**config.mk**
```make
export PLATFORM = sky130hd
export DESIGN_NAME = register_file
export DESIGN_NICKNAME = d
export VERILOG_FILES = /design/src/rtl/register_file.sv
export SDC_FILE = /design/constraint.sdc
export NUM_CORES = 1
export LEC_CHECK = 0
export BUFFER_PORTS_ARGS = -buffer_cell sky130_fd_sc_hd__buf_2
export CAP_MARGIN = 20
export CORE_MARGIN = 5
export CORE_UTILIZATION = 40
export CTS_CLUSTER_SIZE = 12
export DETAILED_ROUTE_END_ITERATION = 12
export GPL_ROUTABILITY_DRIVEN = 0
export GPL_TIMING_DRIVEN = 1
export PLACE_DENSITY = 0.66
export SYNTH_ARGS = -nofsm -noshare
export SYNTH_HDL_FRONTEND = slang
export SYNTH_SLANG_ARGS = --single-unit
```
**constraint.sdc**
```tcl
create_clock -name clk -period 0.9 [get_ports clk]
set_clock_uncertainty 0.05 [all_clocks]
set_input_delay 0.18 -clock clk [delete_from_list [all_inputs] [get_ports clk]]
set_output_delay 0.18 -clock clk [all_outputs]
set_load 0.02 [all_outputs]
```
**src/rtl/register_file.sv**
```systemverilog
// register_file: 2^ADDR_W x DATA_W register file with two combinational read ports and one synchronous write port
//   clk  : write clock (rising edge)
//   rst  : asynchronous active-low clear of every register
//   A, B : read addresses, ports 1 and 2; F, G : read data
//   C, D, E : write address, write data, write enable (active-high)
//   Define REGFILE_BYPASS_EN to forward D to a read port whose address matches an enabled write.
module register_file #(
  parameter int DATA_W = 4,
  parameter int ADDR_W = 2
) (
  input  logic              clk,
  input  logic              rst,
  input  logic [ADDR_W-1:0] A,
  input  logic [ADDR_W-1:0] B,
  input  logic [ADDR_W-1:0] C,
  input  logic [DATA_W-1:0] D,
  input  logic              E,
  output logic [DATA_W-1:0] F,
  output logic [DATA_W-1:0] G
);
  logic [DATA_W-1:0] r_mem [2**ADDR_W];
  always_ff @(posedge clk or negedge rst)
    if (!rst) r_mem <= '{default: '0};
    else if (E) r_mem[C] <= D;
`ifdef REGFILE_BYPASS_EN
  logic w_wr;
  assign w_wr = rst && E;
  assign F = (w_wr && A == C) ? D : r_mem[A];
  assign G = (w_wr && B == C) ? D : r_mem[B];
`else
  assign F = r_mem[A];
  assign G = r_mem[B];
`endif
endmodule

```
# == Yosys cells after proc, flatten, opt, wreduce, memory -nomap -nowiden ==
# Index checks and enable logic that the tools add are counted.
# totals
elab_cells,21
ram_bits,0
latchBits,0
reg_bits,16
input_bits,13
rom_bits,0
n_memories,0
# op_classes
reduce_logical,1
n_bitwise,3
div,0
shift,0
add_sub_neg,0
multipliers,0
mux,9
n_lt_le_gt_ge,4
n_eq_ne,0
# op_table
operator,n
$mux W4,5
$bmux W4 S2,2
$bwmux W16,1
$ge A3 B3 Y1 const B,3
$not A2 Y3,3
$demux W4 S2,1
$lt A3 B1 Y1 const B,1
$logic_and A1 B1 Y1,1

# == Longest topological paths before layout ==
# Gate-level depths: netlist of the first run.
# logic_depth
word_depth,6
ltp_mapped,2

# == Worst setup path before layout of the first run ==
# Ideal clock, no wire load.
# synth_timing
path_kind,register -> output
start,register r_mem[11] (netlist bit)
end,output port F[3]
required_ps,670
arrival_ps,964
path_buffers,0
path_stages_with_launch,2
setup_slack_ps,-294
path_cell_list,dfrtp_1 -> mux4_1
# synth_between
elab_chain_cells,3
# synth_lines
element,line,text
start: declaration,21,logic [DATA_W-1:0] r_mem [2**ADDR_W];
start signal: assignment,23,if (!rst) r_mem <= '{default: '0};
start signal: indexed assignment,24,else if (E) r_mem[C] <= D;
$bmux W4 S2,31,assign F = r_mem[A];
$mux W4 (implied by the code) (2 in a row),31,
end: declaration,18,"output logic [DATA_W-1:0] F,"
# No other way between the ends. The select of a mux whose other input is x is not followed.

# == Worst setup path after layout of the first run ==
# layout_timing
start,register r_mem[13] (netlist bit)
end,output port F[1]
# The elaborated chain is that of the path after synthesis.

==> results of run 1 <==
[layout make-up]
class / instances / area (um2)
clock buffer: 4 / 36.3
fill: 169 / 852
tap: 27 / 33.8
timing repair buffer: 26 / 205
sequential: 16 / 400
multi-input combinational: 28 / 414
[power breakdown]
part	switching [mW]	total (mW)	leakage (nW)	internal (mW)
Clock	0.215	0.461	0.0210	0.246
Combinational	0.287	0.768	0.269	0.481
Sequential	0.0952	0.951	0.189	0.855
Total	0.596	2.18	0.479	1.58
[cell usage in the layout (no fill, tap or decap)]
cell,netlist,layout
buf_2,0,12
buf_4,0,3
buf_6,0,10
clkbuf_4,0,3
clkbuf_8,0,1
dfrtp_1,16,16
dlygate4sd3_1,0,1
mux2_2,16,12
mux2_4,0,4
mux4_2,6,8
nand3_1,1,1
nand3b_1,2,2
nor3b_4,1,1
[routing by layer]
metal | up-vias | global-route usage, %
met3 | 0 | 2.68
met2 | 15 | 18.5
li1 | 242 | -
met4 | 0 | 3.64
met5 | - | 0
met1 | 260 | 18.7
[worst min-delay path by stage]
stage | startpoint | endpoint | cells after the start
3_5_place_dp | rst | r_mem[5]$_DFFE_PN0P_ | 1
2_1_floorplan | rst | r_mem[0]$_DFFE_PN0P_ | 0
3_3_place_gp | rst | r_mem[2]$_DFFE_PN0P_ | 1
4_1_cts | D[3] | r_mem[15]$_DFFE_PN0P_ | 2
6_report | D[3] | r_mem[15]$_DFFE_PN0P_ | 2
5_1_grt | D[3] | r_mem[15]$_DFFE_PN0P_ | 2
[logic make-up (layout without fill, tap and decap cells)]
family        count (synthesis)  count (layout)  share of synthesized area (%)
mux                          24              24                           45.6
flops                        16              16                           49.6
simple gates                  4               4                           4.81
buf+inv                       0              30                              0
[per-stage QoR]
stage	std cells	setup TNS, ns	power, mW
floorplan	44	-2.06	1.36
finish	101	-5.20	2.18
CTS	101	-5.28	2.20
global placement	95	-6.15	1.57
global route	101	-5.71	2.31
detailed placement	95	-6.35	1.59
[synth_stat cells]
| master | n |
|---|---|
| nand3b_1 | 2 |
| nand3_1 | 1 |
| mux2_2 | 16 |
| nor3b_4 | 1 |
| mux4_1 | 2 |
| dfrtp_1 | 16 |
| mux4_2 | 6 |
[worst register-to-register path, stage by stage (launching register included)]
cell	delay (ns)
dfrtp_1	0.41
buf_4	0.14
mux2_4	0.26
[timing repair]
| action | 4_1_cts | 5_1_grt |
|---|---|---|
| endpoints found under the hold margin | 16 | 0 |
| gates resized for setup | 18 | 0 |
| pin swaps | 0 | 0 |
| setup endpoints to repair | 10 | 11 |
| hold buffers | 1 | 0 |
| setup buffers | 3 | 1 |
==> metrics.txt, run 1 <==
Crit path max-delay family=multiplexers; fin crit share=171%; Synth warnings=0; first-pass detailed-route iteration total=4; CTS Buffer Depth=2; worst setup margin=-0.637 ns; R2R cell count=2; post-synth top area share=49.6%; power per cell area=2000 nW/um2; Max-slew headroom=76.4%; first-pass GRT wire length=2.51 mm; max-cap viol count=0; die footprint=3020 um2; worst reg2reg endpoint=r_mem[14]$_DFFE_PN0P_; number of diodes=0; Synth Register Bits=16; Placed Area=978 um2; Congestion Overflow GR=0; worst vdd ir=0.00123 V; Cells after Synth=44; Max Clock Freq=651 MHz; vias=517; Die Span Y=54.9 um; Setup violations, final=11; drt wl/cell=15.5 um; crit path time final=1.54 ns; Die X=54.9 um; max layer used=met3; clk sinks=16; worst-path maximum fanout=3; Final Util=56.1%; Worst EP arrival=1.31 ns; Max Slew Vio Count=0; Data required, critical path=0.67 ns; Worst Hold Class=in2reg; CP Capture Type=output pin; CTS root buf=clkbuf_4; WP buf/inv=1; Yosys cell types=7; Cell Chain, Critical Path=mux4_2, buf_6; Hold Vio Cnt, Final=0; largest area contributor in the netlist=dfrtp_1; Post-Route WL=1.56 mm; share of layout cells above drive strength 1=73.0%; syn nets=57; largest net degree at the start of global routing=17; status=complete, but fails checks; met3 wire len=83 um; top cells by area, synth=dfrtp_1 (50%), mux2_2 (22%), mux4_2 (17%); Top-Level Pins=21; initial DRC count=8; Avg Inst Size Synth=18.3 um2; initial antenna violation count=0; met2 wire len=754 um; P&R area growth vs syn=35.0%; reg2reg start=r_mem[14]$_DFFE_PN0P_; core area=1940 um2; worst-margin pin slew=0.355 ns; Top reg by flops=r_mem; logic depth of the worst path, buffers included=2; Worst Setup SP=r_mem[13]$_DFFE_PN0P_; port bufs=20; met1 wire length=726 um; Largest regs=r_mem x16; dpl ws=-0.382 ns; Seq/Total Area, Yosys=49.6%; CP startpoint kind=flip-flop; Remaining DRCs=0; Mapped Area=807 um2; CTS tree=yes; reg-to-reg slack, setup=-0.06 ns; Pleak=0.479 nW; Critical Path Max Stage Delay=0.47 ns; CTS Buf Count=3; hold_ws=0.117 ns; later-pin clock latency in the skew report=0.28 ns; via/cell ratio=5.12; clock slew seen by the registers of the worst setup and hold paths=0.09 ns; crit path to=F[1]; Initial Utilization=41.6%; overall routing resource usage=12.6%; CP max stage cell=mux4_2; max reg flops=16; H-tree depth=1; Setup CP Type=reg2out; vias in the first global route=540; failing checks=negative setup slack; row count=16; Routed Antenna Nets=0; RSZ-0062 raised after global routing=true; final net count=88; final instance area=1090 um2
Note: power is estimated with default switching activity, not from simulation.
==> run 2, diff against run 1 <==
CORE_UTILIZATION = 45   (was 40)
PLACE_DENSITY = 0.72   (was 0.66)
==> run 2 against run 1 <==
The run still ends with negative setup slack left. Die area is 9.1% lower. Routed wire length is 0.45% lower. Clock power is 24% lower. Combinational power is 4.7% higher. Via count is 0.77% higher. Cell area is 0.57% higher. Critical path depth stayed put. Maximum frequency is 1.2% lower. First-iteration DRC count is 100% lower.
==> metrics.txt, run 2 (synthesized netlist as in run 1, its figures left out) <==
clock slew seen by the registers of the worst setup and hold paths=0.08 ns (about the same); CTS tree=yes; die footprint=2740 um2 (-9.1%); core area=1710 um2 (-12%); max reg flops=16 (unchanged); Hold EP=r_mem[13]$_DFFE_PN0P_; drt wl/cell=15.6 um (+0.55%); failing checks=negative setup slack; H-tree depth=1 (unchanged); worst-path maximum fanout=3 (unchanged); Setup CP Type=reg2out; CP max stage cell=mux4_2; vias=521 (+0.77%); Largest regs=r_mem x16; Cell Chain, Critical Path=mux4_2, buf_6; initial DRC count=0 (-8); Tot Pwr=2.12 mW (-2.8%); status=complete, but fails checks; Data required, critical path=0.67 ns (about the same); CP startpoint kind=flip-flop; logic depth of the worst path, buffers included=2 (unchanged); Hold Vio Cnt, Final=0 (unchanged); first-pass GRT wire length=2.85 mm (+13%); worst reg2reg endpoint=r_mem[14]$_DFFE_PN0P_; WP buf/inv=1 (unchanged); Top reg by flops=r_mem; hold depth=2 (unchanged); overall routing resource usage=14.8% (+2.2 points); Max Clock Freq=643 MHz (-1.2%); largest net degree at the start of global routing=17 (unchanged); CTS root buf=clkbuf_4; worst setup margin=-0.655 ns (-0.0185 ns); final net count=90 (+2.3%); CP Capture Type=output pin; port bufs=20 (unchanged); Hold Startpoint=D[1]; row count=15 (-1); initial antenna violation count=0 (unchanged); fin crit share=173% (+2.1 points); Final Util=64.2% (+8.1 points); Crit path max-delay family=multiplexers; CTS Buf Count=3 (unchanged); RSZ-0062 raised after global routing=true; commonest non-fill, non-tap cell in the layout=dfrtp_1; reg2reg start=r_mem[14]$_DFFE_PN0P_; Die X=52.4 um (-4.7%); power per cell area=1930 nW/um2 (-3.4%); Max-slew headroom=76.1% (-0.29 points); Setup violations, final=13 (+2); vias in the first global route=585 (+8.3%); first-pass detailed-route iteration total=1 (-3); number of diodes=0 (unchanged); crit path time final=1.56 ns (+0.0185 ns); later-pin clock latency in the skew report=0.27 ns (about the same); via/cell ratio=5.21 (+1.8%); Initial Utilization=47.3% (+5.7 points); worst vdd ir=0.000978 V (-20%); Congestion Overflow GR=0 (unchanged); Remaining DRCs=0 (unchanged); Post-Route WL=1.56 mm (-0.45%); max-cap viol count=0 (unchanged); P&R area growth vs syn=35.8%; Die Span Y=52.4 um (-4.7%); reg-to-reg slack, setup=-0.06 ns (about the same); Critical Path Max Stage Delay=0.49 ns (+0.02 ns); Max Slew Vio Count=0 (unchanged); worst-margin pin slew=0.359 ns (+0.00434 ns); Top-Level Pins=21 (unchanged); Worst EP arrival=1.33 ns (+0.02 ns); Routed Antenna Nets=0 (unchanged); R2R cell count=2 (unchanged); CTS Buffer Depth=2 (unchanged); most frequent cells in the layout=dfrtp_1 (16), buf_2 (12), mux2_2 (11), buf_6 (11), mux4_2 (8); Worst Hold Class=in2reg; Pleak=0.488 nW (+1.8%); clk sinks=16 (unchanged); share of layout cells above drive strength 1=73.3% (+0.36 points)
[run 2: final cells by class]
cell class	instances	area [um2]
fillers	136	612
clock buffers	3	22.5
multi-input cells	28	418
flip-flops and latches	16	400
well taps	25	31.3
repair buffers	28	224
[run 2: power breakdown]
| group | internal (mW) | switching [mW] |
|---|---|---|
| clock | 0.155 | 0.195 |
| sequential | 0.856 | 0.107 |
| combinational | 0.511 | 0.292 |
| total | 1.52 | 0.595 |
[run 2: worst max-delay path by stage]
stage,startpoint,endpoint,slack (ns)
final,r_mem[2]$_DFFE_PN0P_,F[2],-0.66
after global routing,r_mem[2]$_DFFE_PN0P_,G[2],-0.71
after global placement,B[0],G[0],-0.34
after CTS,r_mem[2]$_DFFE_PN0P_,G[2],-0.66
after floorplan,r_mem[0]$_DFFE_PN0P_,F[0],-0.22
after detailed placement,B[0],G[2],-0.36
[run 2: what timing repair did]
| action | 4_1_cts | 5_1_grt |
|---|---|---|
| buffers inserted | 2 | 3 |
| setup endpoints to repair | 12 | 12 |
| cloned | 0 | 0 |
| hold endpoints to repair | 16 | 0 |
| resized for setup | 19 | 3 |
| hold buffers | 1 | 0 |
[run 2: routing by layer]
metal / wire length [um] / vias up / global-route usage (%)
met1: 700 / 257 / 19.7
li1: - / 242 / -
met4: 8 / 0 / 6.38
met2: 733 / 20 / 22.7
met5: 0 / - / 0
met3: 113 / 2 / 3.70
[run 2: stage by stage]
stage / hold WS, ns / cells / instance area [um2] / TNS, ns / worst slack, ns
2_1_floorplan: -0.166 / 44 / 815 / -2.06 / -0.223
3_3_place_gp: 0.0535 / 95 / 991 / -5.63 / -0.343
3_5_place_dp: 0.0645 / 95 / 991 / -5.95 / -0.361
4_1_cts: 0.117 / 99 / 1080 / -5.41 / -0.664
5_1_grt: 0.115 / 100 / 1100 / -5.91 / -0.714
6_report: 0.125 / 100 / 1100 / -5.36 / -0.655
